### src/rtl/pipe_stage_skid_reg.sv
// Inter-stage pipeline register with valid/ready handshake,
// two-entry skid buffer, flush-to-bubble and a stall counter.
module pipe_stage_skid_reg #(
  parameter int DATA_W = 142,
  parameter int CTRL_W = 7,
  parameter logic [CTRL_W-1:0] CTRL_NOP = 7'h60,
  parameter int CNT_W = 16
) (
  input  logic              clk,
  input  logic              reset,
  input  logic              flush,
  input  logic              in_valid,
  output logic              in_ready,
  input  logic [DATA_W-1:0] in_data,
  input  logic [CTRL_W-1:0] in_ctrl,
  output logic              out_valid,
  input  logic              out_ready,
  output logic [DATA_W-1:0] out_data,
  output logic [CTRL_W-1:0] out_ctrl,
  output logic [CNT_W-1:0]  stall_cnt
);

  localparam logic [CNT_W-1:0] CNT_MAX = '1;

  logic              m_valid;
  logic [DATA_W-1:0] m_data;
  logic [CTRL_W-1:0] m_ctrl;
  logic              s_valid;
  logic [DATA_W-1:0] s_data;
  logic [CTRL_W-1:0] s_ctrl;
  logic              in_xfer;
  logic              out_xfer;

  // Handshakes and presented outputs come straight from held state.
  always_comb begin
    in_ready  = !s_valid;
    in_xfer   = in_valid & !s_valid;
    out_xfer  = m_valid & out_ready;
    out_valid = m_valid;
    out_data  = m_data;
    out_ctrl  = m_valid ? m_ctrl : CTRL_NOP;
  end

  // Main/skid entry update: fill main first, spill into skid on stall.
  always_ff @(posedge clk) begin
    if (reset) begin
      m_valid <= 1'b0;
      s_valid <= 1'b0;
      m_data  <= '0;
      s_data  <= '0;
      m_ctrl  <= CTRL_NOP;
      s_ctrl  <= CTRL_NOP;
    end else if (flush) begin
      m_valid <= 1'b0;
      s_valid <= 1'b0;
      m_ctrl  <= CTRL_NOP;
      s_ctrl  <= CTRL_NOP;
    end else if (!m_valid) begin
      if (in_xfer) begin
        m_valid <= 1'b1;
        m_data  <= in_data;
        m_ctrl  <= in_ctrl;
      end
    end else if (out_xfer) begin
      if (s_valid) begin
        m_data  <= s_data;
        m_ctrl  <= s_ctrl;
        s_valid <= 1'b0;
      end else if (in_xfer) begin
        m_data  <= in_data;
        m_ctrl  <= in_ctrl;
      end else begin
        m_valid <= 1'b0;
      end
    end else if (in_xfer) begin
      s_valid <= 1'b1;
      s_data  <= in_data;
      s_ctrl  <= in_ctrl;
    end
  end

  // Saturating count of cycles where downstream back-pressures us.
  always_ff @(posedge clk) begin
    if (reset) begin
      stall_cnt <= '0;
    end else if (m_valid && !out_ready && !flush
                 && stall_cnt != CNT_MAX) begin
      stall_cnt <= stall_cnt + CNT_W'(1);
    end
  end

endmodule

### config.mk
export PLATFORM = sky130hd
export DESIGN_NAME = pipe_stage_skid_reg
export DESIGN_NICKNAME = d
export VERILOG_FILES = /design/src/rtl/pipe_stage_skid_reg.sv
export SDC_FILE = /design/constraint.sdc
export NUM_CORES = 1
export LEC_CHECK = 0
export CORE_ASPECT_RATIO = 0.7
export CORE_MARGIN = 1.5
export CORE_UTILIZATION = 48
export DETAILED_ROUTE_END_ITERATION = 10
export PLACE_DENSITY = 0.79
export SYNTH_ARGS = -nofsm -noshare
export SYNTH_HDL_FRONTEND = slang
export SYNTH_SLANG_ARGS = --single-unit
### constraint.sdc
create_clock -name clk -period 2.3 [get_ports clk]
set_input_delay 0.23 -clock clk [delete_from_list [all_inputs] [get_ports clk]]
set_output_delay 0.23 -clock clk [all_outputs]
set_load 0.02 [all_outputs]
=== Yosys cells after proc, flatten, opt, wreduce, memory -nomap -nowiden ===
Cells that the tools add are included.

* Memories kept: 0
* Latch bits: 0
* Logic and storage cells: 41
* Memory bits (writable): 0
* Input port bits: 154
* Output and inout port bits: 167
* ROM bits: 0
* Flip-flop bits (word level): 316

* Reduce and logical (&&, ||, !) cells: 12
* Bitwise operators: 4
* Magnitude comparators: 0
* Div/mod/pow operators: 0
* $mul: 0
* Multiplexer cells: 15
* Shift operators: 0
* Eq/ne operators: 2
* Add/sub/neg operators: 1

{| class="wikitable"
|+ Operator list
! cell !! number
|-
| two-way mux 142 bit || 4
|-
| two-way mux 7 bit || 5
|-
| adder 16 x 1 -> 16 bit, second input constant || 1
|-
| inequality test 16 bit, second input constant || 1
|-
| two-way mux 1 bit || 6
|-
| AND reduction 2 bit || 2
|-
| AND reduction 4 bit || 1
|-
| logical AND 1 bit || 3
|-
| logical NOT 1 bit || 3
|-
| AND reduction 3 bit || 1
|-
| AND 1 bit || 2
|-
| inequality test 2 x 1 -> 1 bit, second input constant || 1
|-
| inverter 1 bit || 2
|-
| nonzero test 2 bit || 1
|-
| OR reduction 2 bit || 1
|}

=== Logic depth before layout (Yosys ltp) ===
* Depth in word-level cells: 6
* Mapped depth: 9
* Depth with buffers taken out: 5

=== Worst setup path before layout ===
OpenSTA, ideal clock, no wires.

* Path type: reg2reg
* From: reg stall_cnt[0]
* To: reg stall_cnt[12]
* Library setup time: 0.121 ns
* Period minus slack after synthesis: 1.814 ns
* Slack: 0.486 ns
* Path buffers: 0
* Arrival time: 1.693 ns
* Stages on the path, launching flop included: 6
* Required time: 2.179 ns
* Path through: dfxtp_1 ha_1 nand3_1 nand2b_1 nor4_1 mux2_2

* Longest elaborated chain between the ends: 2
* Elaborated cells on any way between the ends: 3
* Those cells by class: add/sub: 1; eq/ne: 1; reduce/logical: 1

{| class="wikitable"
|+ RTL lines
! item !! line !! text
|-
| start, declared || 20 || <nowiki>output logic [CNT_W-1:0] stall_cnt</nowiki>
|-
| start signal, assigned || 88 || <nowiki>stall_cnt <= stall_cnt + CNT_W'(1);</nowiki>
|-
| branches (longest 2 deep; another with adder 16 x 1 -> 16 bit) || n/a ||
|}

Several ways; the timed one is not identified.
A chain may end at the register's enable or synchronous reset.

=== Final worst setup path ===
* From: reg m_valid, in the netlist out_valid
* To: out out_ctrl[0]

* Longest elaborated chain between the ends: 1

{| class="wikitable"
|+ RTL lines
! item !! line !! text
|-
| start, declared || 25 || <nowiki>logic m_valid;</nowiki>
|-
| start signal, assigned || 47 || <nowiki>m_valid <= 1'b0;</nowiki>
|-
| start signal, assigned || 54 || <nowiki>m_valid <= 1'b0;</nowiki>
|-
| start signal, assigned || 60 || <nowiki>m_valid <= 1'b1;</nowiki>
|-
| two-way mux 7 bit || 41 || <nowiki>out_ctrl = m_valid ? m_ctrl : CTRL_NOP;</nowiki>
|-
| end, declared || 19 || <nowiki>output logic [CTRL_W-1:0] out_ctrl,</nowiki>
|}

Every way passes these cells.

==> impl_metrics.ini <==
[logic_synthesis]
synth_area_mm2 = 0.0120
yosys.area_share.simple = 0.172
synth-adder-area-share = 0.00104
synth.avg_cell_area_um2 = 8.30
yosysMostFrequentCell = dfxtp_1
synth_warnings = 0
synth_edf_count = 0
synth_top_family_by_area = compound AO/OA/AOI/OAI gates
synth_common_cells = 316 x dfxtp_1, 308 x nand2_1, 157 x nor2_1
ys_ff_latch = 316
synth_mux_area_frac = 0.00552
synth-seq-area-share = 0.527
ys_async_sr_fraction = 0
yosysUniqueCellTypes = 41
synth_top_area_share = 0.527
netlist_instances = 1447
synthXorXnorAreaFrac = 0
syn_nets = 1602
yosysTopAreaCell = dfxtp_1
ys_top_cells_by_area = dfxtp_1 53%, nand2_1 9.6%, a211oi_1 9.3%
ys.flop_type = dfxtp_1
synth-compound-area-share = 0.247

[power_and_ir_drop]
finalPower_w = 0.0128
leakage_nw = 5.69
peakVddDrop_mv = 0.608
power_density_mw_per_mm2 = 768

[timing]
min_period_ns = 2.18
finalSetupViolCount = 0
slew_viol_final = 0
slew_headroom = 0.613
fmax_mhz = 458
finalClockSkew_ns = 0.00872
hold_viol = 0
fin_crit_sh = 0.949
worst_slew_pin_slew_ns = 0.580
rsz0062_at_grt = false
hold_slack_ns = 0.0877
fin_tns_setup_ns = 0

[grt]
antenna_found_initial = 1
gr-total-overflow = 0
grt_pass1_wl_um = 56300
grt_usage = 0.265
grt_pass1_vias = 11000
grt_max_degree = 81

[detailed_routing]
drtIter0Drc = 931
drc = 0
antenna_left = 0
vias_per_cell = 5.72
routedWlPerCell_um = 17.7
vias = 11700
wirelength_um = 36200
drtPass1Iterations = 5

[clock_tree]
worstSkewPairLatency_ns = 0.55
cts_tree = built
cts_buffer_depth = 3
cts_sinks = 316
htreeDepth = 1
path_clk_slew_ns = 0.06
cts-root-buf = clkbuf_16
ctsHoldBuffers = 0
numCtsBuffers = 30

[floorplanning]
die_area_mm2 = 0.0260
rows = 48
fp.dieW_um = 192
start_util = 0.488
fp.coreArea_mm2 = 0.0246
die_h_um = 135
pin_count = 321

[final_layout]
layout.nets = 1851
postLayoutCellArea_mm2 = 0.0167
syn_to_final_growth_pct = 38.7
final_cells = 2045
ff_latch_area_mm2 = 0.00633
drive_above_1_share = 0.0558
fillerInstances = 1951
multi_input_area_mm2 = 0.00515

[setup_path]
cp-start-kind = flop
cp.required_ns = 2.07
worstSetupPathType = reg2out
critPathBufInv = 2
cp_cell_sequence = buf_4 -> and2_1 -> clkdlybuf4s50_1
crit_fanout = 10
crit_slowest_cell = clkdlybuf4s50_1
critical_path_arrival_ns = 1.95
cpLargestDelayFamily = buffers and inverters
cp-end-kind = output port
slowest_delay_ns = 0.64

[placement]
dp.cells = 1989
place_area_mm2 = 0.0156
place_hpwl_um = 22700
port_buffers = 320
routabilityCongestion = 0.843

[status]
status = finished, final reports clean

[flow_run]
max-cap-violations = 0

[hold_path]
hold_path_class = in2reg
==> where the power goes <==
| group | switching, W | leakage (nW) | internal, W |
|---|---|---|---|
| logic | 0.000846 | 2.59 | 0.000791 |
| registers | 0.000115 | 2.57 | 0.00568 |
| clock network | 0.00214 | 0.532 | 0.00322 |
==> worst reg2reg max path, cell delays in order, from the launching register on <==
cell and delay [ns]:
dfxtp_1 0.50, nand2_4 0.27, a211oi_4 0.36, buf_12 0.25
buf_12 0.24, nor2_1 0.07, a211oi_1 0.26
==> through the flow <==
| stage | setup slack (ns) | utilization |
|---|---|---|
| after floorplan | 0.486 | - |
| after global placement | 0.274 | 0.632 |
| after detailed placement | 0.160 | 0.632 |
| after CTS | 0.0788 | 0.676 |
| after global routing | 0.0229 | 0.676 |
| final | 0.117 | 0.676 |
==> repair_timing <==
action | in CTS | in global routing
setup buffers | 0 | 0
resized for setup | 1 | 0
endpoints found under the setup margin | 5 | 0
hold endpoints to repair | 0 | 0
==> logic make-up after synthesis <==
logic type,Yosys count
AOI/OAI and AO/OA,471
adders and majority gates,1
buffers and inverters,138
DFF,316
muxes,6
and+or+nand+nor,515
==> registers in the layout, indices dropped and copies added (netlist names) <==
name       count
s_valid        1
stall_cnt     16
out_valid      1
out_data     142
s_data       142
s_ctrl         7
m_ctrl         7
==> metal layers <==
| layer | global-route usage | part of all wire | up-vias |
|---|---|---|---|
| met3 | 0.0663 | 0.088 | 68 |
| met1 | 0.355 | 0.43 | 5518 |
| met5 | 0 | 0 | - |
| li1 | - | - | 5631 |
| met2 | 0.424 | 0.45 | 473 |
| met4 | 0.0736 | 0.025 | 0 |
==> layout by cell type, fill, tap and decap left out, types with 3 or more instances in the layout <==
| cell | synthesis | final |
|---|---|---|
| buf_4 | 9 | 11 |
| clkbuf_16 | 0 | 31 |
| a21oi_1 | 155 | 155 |
| bufinv_16 | 0 | 5 |
| nand2_1 | 308 | 307 |
| buf_12 | 0 | 19 |
| clkbuf_8 | 0 | 6 |
| nor4_1 | 3 | 3 |
| dfxtp_1 | 316 | 315 |
| a31oi_1 | 5 | 5 |
| and2_1 | 6 | 6 |
| inv_1 | 5 | 5 |
| nor2b_1 | 7 | 7 |
| nor2_1 | 157 | 156 |
| nand2b_1 | 5 | 4 |
| nand3_1 | 5 | 5 |
| clkdlybuf4s50_1 | 0 | 319 |
| mux2_2 | 5 | 5 |
| o22ai_1 | 147 | 147 |
| clkbuf_1 | 95 | 5 |
| nor3_1 | 9 | 9 |
| clkinv_2 | 0 | 4 |
| a211oi_1 | 149 | 149 |
==> cell type report <==
cell class | count | area share
Sequential cell | 316 | 0.380
Multi-Input combinational cell | 993 | 0.309
Timing Repair Buffer | 350 | 0.220
Clock buffer | 42 | 0.0527
Tap cell | 325 | 0.0244
Clock inverter | 13 | 0.0124
Inverter | 5 | 0.00113
Antenna cell | 1 | 0.000150
==> path summary, 6_finish.rpt <==
path | start | to | slack [ns] | cells past startpoint
worst max-delay path | out_valid | out_ctrl[0] | 0.12 | 3
worst min-delay path | reset | s_data[98] | 0.09 | 2
worst max register to register | s_valid | out_data[21] | 0.26 | 6
worst min register to register | s_data[9] | s_data[9] | 0.45 | 2
Power figures use the tool's default switching activity.
